## src/rtl/chk_delay_line.sv

```systemverilog
// Fixed-depth pipeline of {valid, data} used to align expected sums with DUT results.
// Valids are cleared by reset or clear; data simply shifts.
module chk_delay_line #(
    parameter int DEPTH  = 1,
    parameter int DATA_W = 8
) (
    input  logic              clk,
    input  logic              reset,
    input  logic              clear,
    input  logic              in_valid,
    input  logic [DATA_W-1:0] in_data,
    output logic              out_valid,
    output logic [DATA_W-1:0] out_data
);

    logic [DEPTH-1:0]  valid_q;
    logic [DATA_W-1:0] data_q [DEPTH];

    always_ff @(posedge clk or posedge reset) begin
        if (reset) begin
            valid_q <= '0;
            for (int i = 0; i < DEPTH; i++) data_q[i] <= '0;
        end else begin
            if (clear) begin
                valid_q <= '0;
            end else begin
                valid_q[0] <= in_valid;
                for (int i = 1; i < DEPTH; i++) valid_q[i] <= valid_q[i-1];
            end
            data_q[0] <= in_data;
            for (int i = 1; i < DEPTH; i++) data_q[i] <= data_q[i-1];
        end
    end

    assign out_valid = valid_q[DEPTH-1];
    assign out_data  = data_q[DEPTH-1];

endmodule

```

## config.mk

```make
export PLATFORM = sky130hd
export DESIGN_NAME = chk_delay_line
export DESIGN_NICKNAME = d
export VERILOG_FILES = /design/src/rtl/chk_delay_line.sv
export SDC_FILE = /design/constraint.sdc
export NUM_CORES = 1
export LEC_CHECK = 0
export ABC_AREA = 0
export CAP_MARGIN = 20
export CORE_AREA = 3 3 40 42
export DETAILED_ROUTE_END_ITERATION = 6
export DIE_AREA = 0 0 43 45
export REMOVE_ABC_BUFFERS = 1
export SLEW_MARGIN = 20
export SYNTH_ARGS = -nofsm -noshare
export SYNTH_HDL_FRONTEND = slang
export SYNTH_SLANG_ARGS = --single-unit
```

## constraint.sdc

```tcl
create_clock -name clk -period 0.8 [get_ports clk]
set_clock_uncertainty 0.2 [all_clocks]
set_input_delay 0.16 -clock clk [delete_from_list [all_inputs] [get_ports clk]]
set_output_delay 0.16 -clock clk [all_outputs]
set_load 0.01 [all_outputs]
```

==> impl_metrics.ini, run 1 <==
[run_status]
status = complete, but fails checks
violations = negative setup slack

[floorplanning]
start_util = 0.189
die_w_um = 43
dieArea_mm2 = 0.00194
fp-row-count = 13
die_h_um = 45
pin_count = 21
core-area_mm2 = 0.00128

[timing]
slew_headroom = 0.917
worstMarginPinSlew_ns = 0.124
report.final.setup_viol = 9
tns_ns = -2.69
drv_slew = 0
fin_crit_sh = 1.39
worst_slack_ns = -0.314
fmax_mhz = 898
period_minus_slack_ns = 1.11
hold_viol = 0
rsz0062_at_grt = true

[logic_synthesis]
synth.distinct_cells = 3
synth.avg_cell_area_um2 = 22.1
yosys-top-cells-area = dfrtp_1 (93%), nor2b_4 (5.7%), inv_1 (1.5%)
ys_seq_area_frac = 0.928
synthesis.area_um2 = 243
synth_top_area_cell = dfrtp_1
yosysWarnings = 0
synth-seq-cells = 9
yosysTopAreaCellShare = 0.928
synth_cells = 11

[setup_path]
cp_slowest_cell = dfrtp_1
setup.worst_path.start_class = register
worstPathArrival_ns = 0.75
path_buf_inv = 1
cp-endpoint = out_valid
worst_setup_path_end_kind = output pin
path_depth = 1
crit_family = flip-flops
crit_fanout = 1
cp_slowest_stage_delay_ns = 0.38
critical_path_class = register to output pin
crit_required_ns = 0.44
startpoint = out_valid$_DFF_PP0_
critical_path.cell_chain = buf_6

[grt]
grt_pass1_vias = 217
grt_start_max_net_pins = 8
grt_overflow = 0
antenna_found_initial = 0
grt_usage = 0.0741
grt_pass1_wl_um = 959

[place]
numPlacedInstances = 48
place_congestion = 0.716
io_buffers = 20
hpwl_um = 493
dpl-instance-area_um2 = 489

[power]
cellPowerDensity_mw_per_mm2 = 1970
power.internal_uw = 751
p_leak_uw = 0.000228
p_seq_frac = 0.516
finalPower_uw = 938
p_clk_frac = 0.353
p_switching_uw = 187
switching_share = 0.200
ir_drop_mv = 1.33
comb_power_share = 0.131

[detailed_routing]
drc = 0
ant_nets = 0
dr.first_iter.drc_count = 0
dr_total_vias = 184
routedWlPerCell_um = 11.6
dr.pass1.iters = 1
vias_per_cell = 3.54
wirelength_um = 602

[final_layout]
antenna_cells = 0
area_growth_pct = 96.4
postLayoutCoreUtil = 0.371
final_area_um2 = 477
finalNonFillerCells = 52
n_fill_cell = 140
drive_above_1_share = 0.405
nets = 50

[clock_tree]
cts.hold.buffers_added = 0
path_clk_slew_ns = 0.06
clockBufferDepth = 2
htree_levels = 1
cts_tree = yes
cts_inserted_buffers = 3
clockRootBuffer = clkbuf_4
post_cts_buffers = 0
numClockSinks = 9

[flow_run]
cap_viol_max_count = 0

[hold_path]
hp-class = input pin to async pin
-- metrics by stage --
step | worst slack [ns] | hold slack [ns]
after floorplan | 0.0644 | -0.212
after global placement | -0.400 | 0.276
after detailed placement | -0.417 | 0.306
after CTS | -0.329 | 0.0281
after global routing | -0.361 | 0.0534
final | -0.314 | 0.0328
-- sequential cells by signal (all words and copies together) (netlist names) --
register and count:
out_data 8, out_valid 1
-- synthesized netlist by cell type, drive strengths merged --
cell / instances
dfrtp: 9
inv: 1
nor2b: 1
-- layer usage --
metal	routed length [µm]	global-route usage
met1	211	0.0572
met5	0	0
met4	10	0.0361
met2	230	0.105
met3	150	0.0956
-- cell families after synthesis --
kind of cell	synth area share
buf+inv	0.0154
simple gates	0.0567
flops	0.928
-- timing repair --
item	CTS	global route
pin swaps	0	0
gates resized for setup	36	1
cloned	0	0
endpoints found under the setup margin	9	9
-- worst min path at each step --
stage,start,to,depth (start not counted)
after floorplan,reset,out_data[0]$_DFF_PP0_,1
after global placement,reset,out_data[0]$_DFF_PP0_,3
after detailed placement,reset,out_data[4]$_DFF_PP0_,3
after CTS,reset,out_data[4]$_DFF_PP0_,3
after global routing,reset,out_data[7]$_DFF_PP0_,3
final,reset,out_data[4]$_DFF_PP0_,3
-- placed cells by master (no fill, tap or decap) --
cell and count:
nor2b_4 1, buf_2 8, dfrtp_1 9, buf_12 1
inv_1 1, buf_4 1, clkbuf_1 1, clkbuf_4 3
buf_6 1, clkdlybuf4s50_1 11
-- power by group through the flow --
stage / clock, µW / combinational (µW) / sequential, µW
after floorplan: 0 / 11.5 / 506
after global placement: 0 / 142 / 492
after detailed placement: 0 / 145 / 493
after CTS: 354 / 124 / 483
after global routing: 386 / 133 / 486
final: 331 / 123 / 484
-- final cells by class --
cell class / count / area (µm²) / area share
clock buffer: 4 / 26.3 / 0.0551
inverter: 1 / 3.75 / 0.00787
multi-input combinational: 1 / 13.8 / 0.0289
sequential: 9 / 225 / 0.472
tap: 15 / 18.8 / 0.0394
timing repair buffer: 22 / 189 / 0.396
No activity file was read; power rests on OpenSTA's default activity.
==> run 2, diff against run 1 <==
--- a/config.mk
+++ b/config.mk
@@ -10,6 +10,7 @@
 export CORE_AREA = 3 3 40 42
 export DETAILED_ROUTE_END_ITERATION = 6
 export DIE_AREA = 0 0 43 45
+export GPL_ROUTABILITY_DRIVEN = 0
 export REMOVE_ABC_BUFFERS = 1
 export SLEW_MARGIN = 20
 export SYNTH_ARGS = -nofsm -noshare
==> results of run 2 <==
Same layout as run 1: the final DEF is identical, and so are final timing and power.
==> run 3, diff against run 2 <==
--- a/config.mk
+++ b/config.mk
@@ -11,6 +11,7 @@
 export DETAILED_ROUTE_END_ITERATION = 6
 export DIE_AREA = 0 0 43 45
 export GPL_ROUTABILITY_DRIVEN = 0
+export PLACE_DENSITY = 0.5
 export REMOVE_ABC_BUFFERS = 1
 export SLEW_MARGIN = 20
 export SYNTH_ARGS = -nofsm -noshare
==> constraint.sdc (replaced) <==
create_clock -name clk -period 0.8 [get_ports clk]
set_clock_uncertainty 0.2 [all_clocks]
set_input_delay 0.08 -clock clk [delete_from_list [all_inputs] [get_ports clk]]
set_output_delay 0.08 -clock clk [all_outputs]
set_load 0.01 [all_outputs]
==> impl_metrics.ini, run 3 (synthesis gave the netlist of run 1 again) <==
[grt]
grt_pass1_vias = 192
grt_pass1_wl_um = 765
use_met3 = 0.0518
grt_use_met1 = 0.0653
grt_usage = 0.0625
grt.busiest_layer = met2
antenna_found_initial = 0
grt_start_max_net_pins = 10
use_met2 = 0.0868
grt_overflow = 0

[run_status]
violations = negative hold slack, negative setup slack
status = complete, but fails checks

[floorplanning]
pin_count = 21
fp-row-count = 13
die_w_um = 43
start_util = 0.189
die_h_um = 45
dieArea_mm2 = 0.00194
core-area_mm2 = 0.00128

[setup_path]
cp_slowest_cell = dfrtp_1
crit_family = flip-flops
crit_required_ns = 0.52
worstPathArrival_ns = 0.75
setup.worst_path.start_class = register
cp_slowest_stage_delay_ns = 0.36
worst_setup_path_end_kind = output pin
critical_path.cell_chain = buf_2
path_depth = 1
path_buf_inv = 1
crit_fanout = 1
critical_path_class = register to output pin
startpoint = out_valid$_DFF_PP0_

[clock_tree]
numClockSinks = 9
clockRootBuffer = clkbuf_4
path_clk_slew_ns = 0.06
cts_inserted_buffers = 3
cts_tree = yes
clockBufferDepth = 2
htree_levels = 1

[power]
cellPowerDensity_mw_per_mm2 = 2050
finalPower_uw = 922
ir_drop_mv = 0.708
p_leak_uw = 0.000215

[timing]
report.final.setup_viol = 9
hold-worst-slack_ns = -0.120
slew_headroom = 0.787
fmax_mhz = 969
rsz0062_at_grt = true
worst_slack_ns = -0.232
drv_slew = 0
fin_crit_sh = 1.29
hold_viol = 9
period_minus_slack_ns = 1.03
worstMarginPinSlew_ns = 0.319

[hold_path]
hp-class = input pin to async pin

[flow_run]
cap_viol_max_count = 0

[detailed_routing]
dr_total_vias = 179
ant_nets = 0
wirelength_um = 509
routedWlPerCell_um = 10.2
dr.pass1.iters = 2
vias_per_cell = 3.58
drc = 0
dr.first_iter.drc_count = 3

[final_layout]
nets = 48
area_growth_pct = 85.1
layout_commonest_cell = clkdlybuf4s50_1
postLayoutCoreUtil = 0.350
multi_input_area_um2 = 13.8
drive_above_1_share = 0.371
finalNonFillerCells = 50
n_fill_cell = 131
seq_area_um2 = 225
antenna_cells = 0
final_cell_mix = clkdlybuf4s50_1 (11), dfrtp_1 (9), buf_2 (8), clkbuf_4 (3)
largest_reg_flops = 8

[place]
numPlacedInstances = 46
io_buffers = 20
-- run 3: routing by layer --
metal | vias up | share of wire
met1 | 77 | 0.36
met4 | 0 | 0.018
met3 | 2 | 0.19
met2 | 19 | 0.43
met5 | - | 0
li1 | 81 | -
-- run 3: cell type report --
cell class	instances	share of cell area
Multi-Input combinational cell	1	0.0306
Tap cell	15	0.0418
Timing Repair Buffer	20	0.359
Clock buffer	4	0.0585
Sequential cell	9	0.501
Inverter	1	0.00836
-- run 3: path summary, 6_finish.rpt --
check	slack (ns)	to
setup / recovery	-0.23	out_valid
hold / removal	-0.12	out_data[5]$_DFF_PP0_
max in group asynchronous	0.28	out_data[4]$_DFF_PP0_
min in group clk	0.06	out_data[5]$_DFF_PP0_
-- run 3: where the power goes --
group | internal [µW] | switching, µW
sequential | 478 | 5.54
clock | 191 | 140
combinational | 69.1 | 37.5
total | 738 | 183
-- run 3: metrics by stage --
stage               setup TNS (ns)  worst slack (ns)  hold slack [ns]  instance area [µm²]
detailed placement           -3.25            -0.328            0.161                  462
CTS                          -2.14            -0.258           -0.122                  443
global route                 -2.32            -0.286          -0.0873                  449
global placement             -3.01            -0.318            0.153                  462
floorplan                        0             0.144           -0.292                  243
finish                       -1.97            -0.232           -0.120                  449
-- run 3: what timing repair did --
action	in CTS	in global routing
gates resized for setup	36	1
gates cloned	0	0
endpoints found under the hold margin	9	9
buffers inserted	0	0
endpoints found under the setup margin	9	9
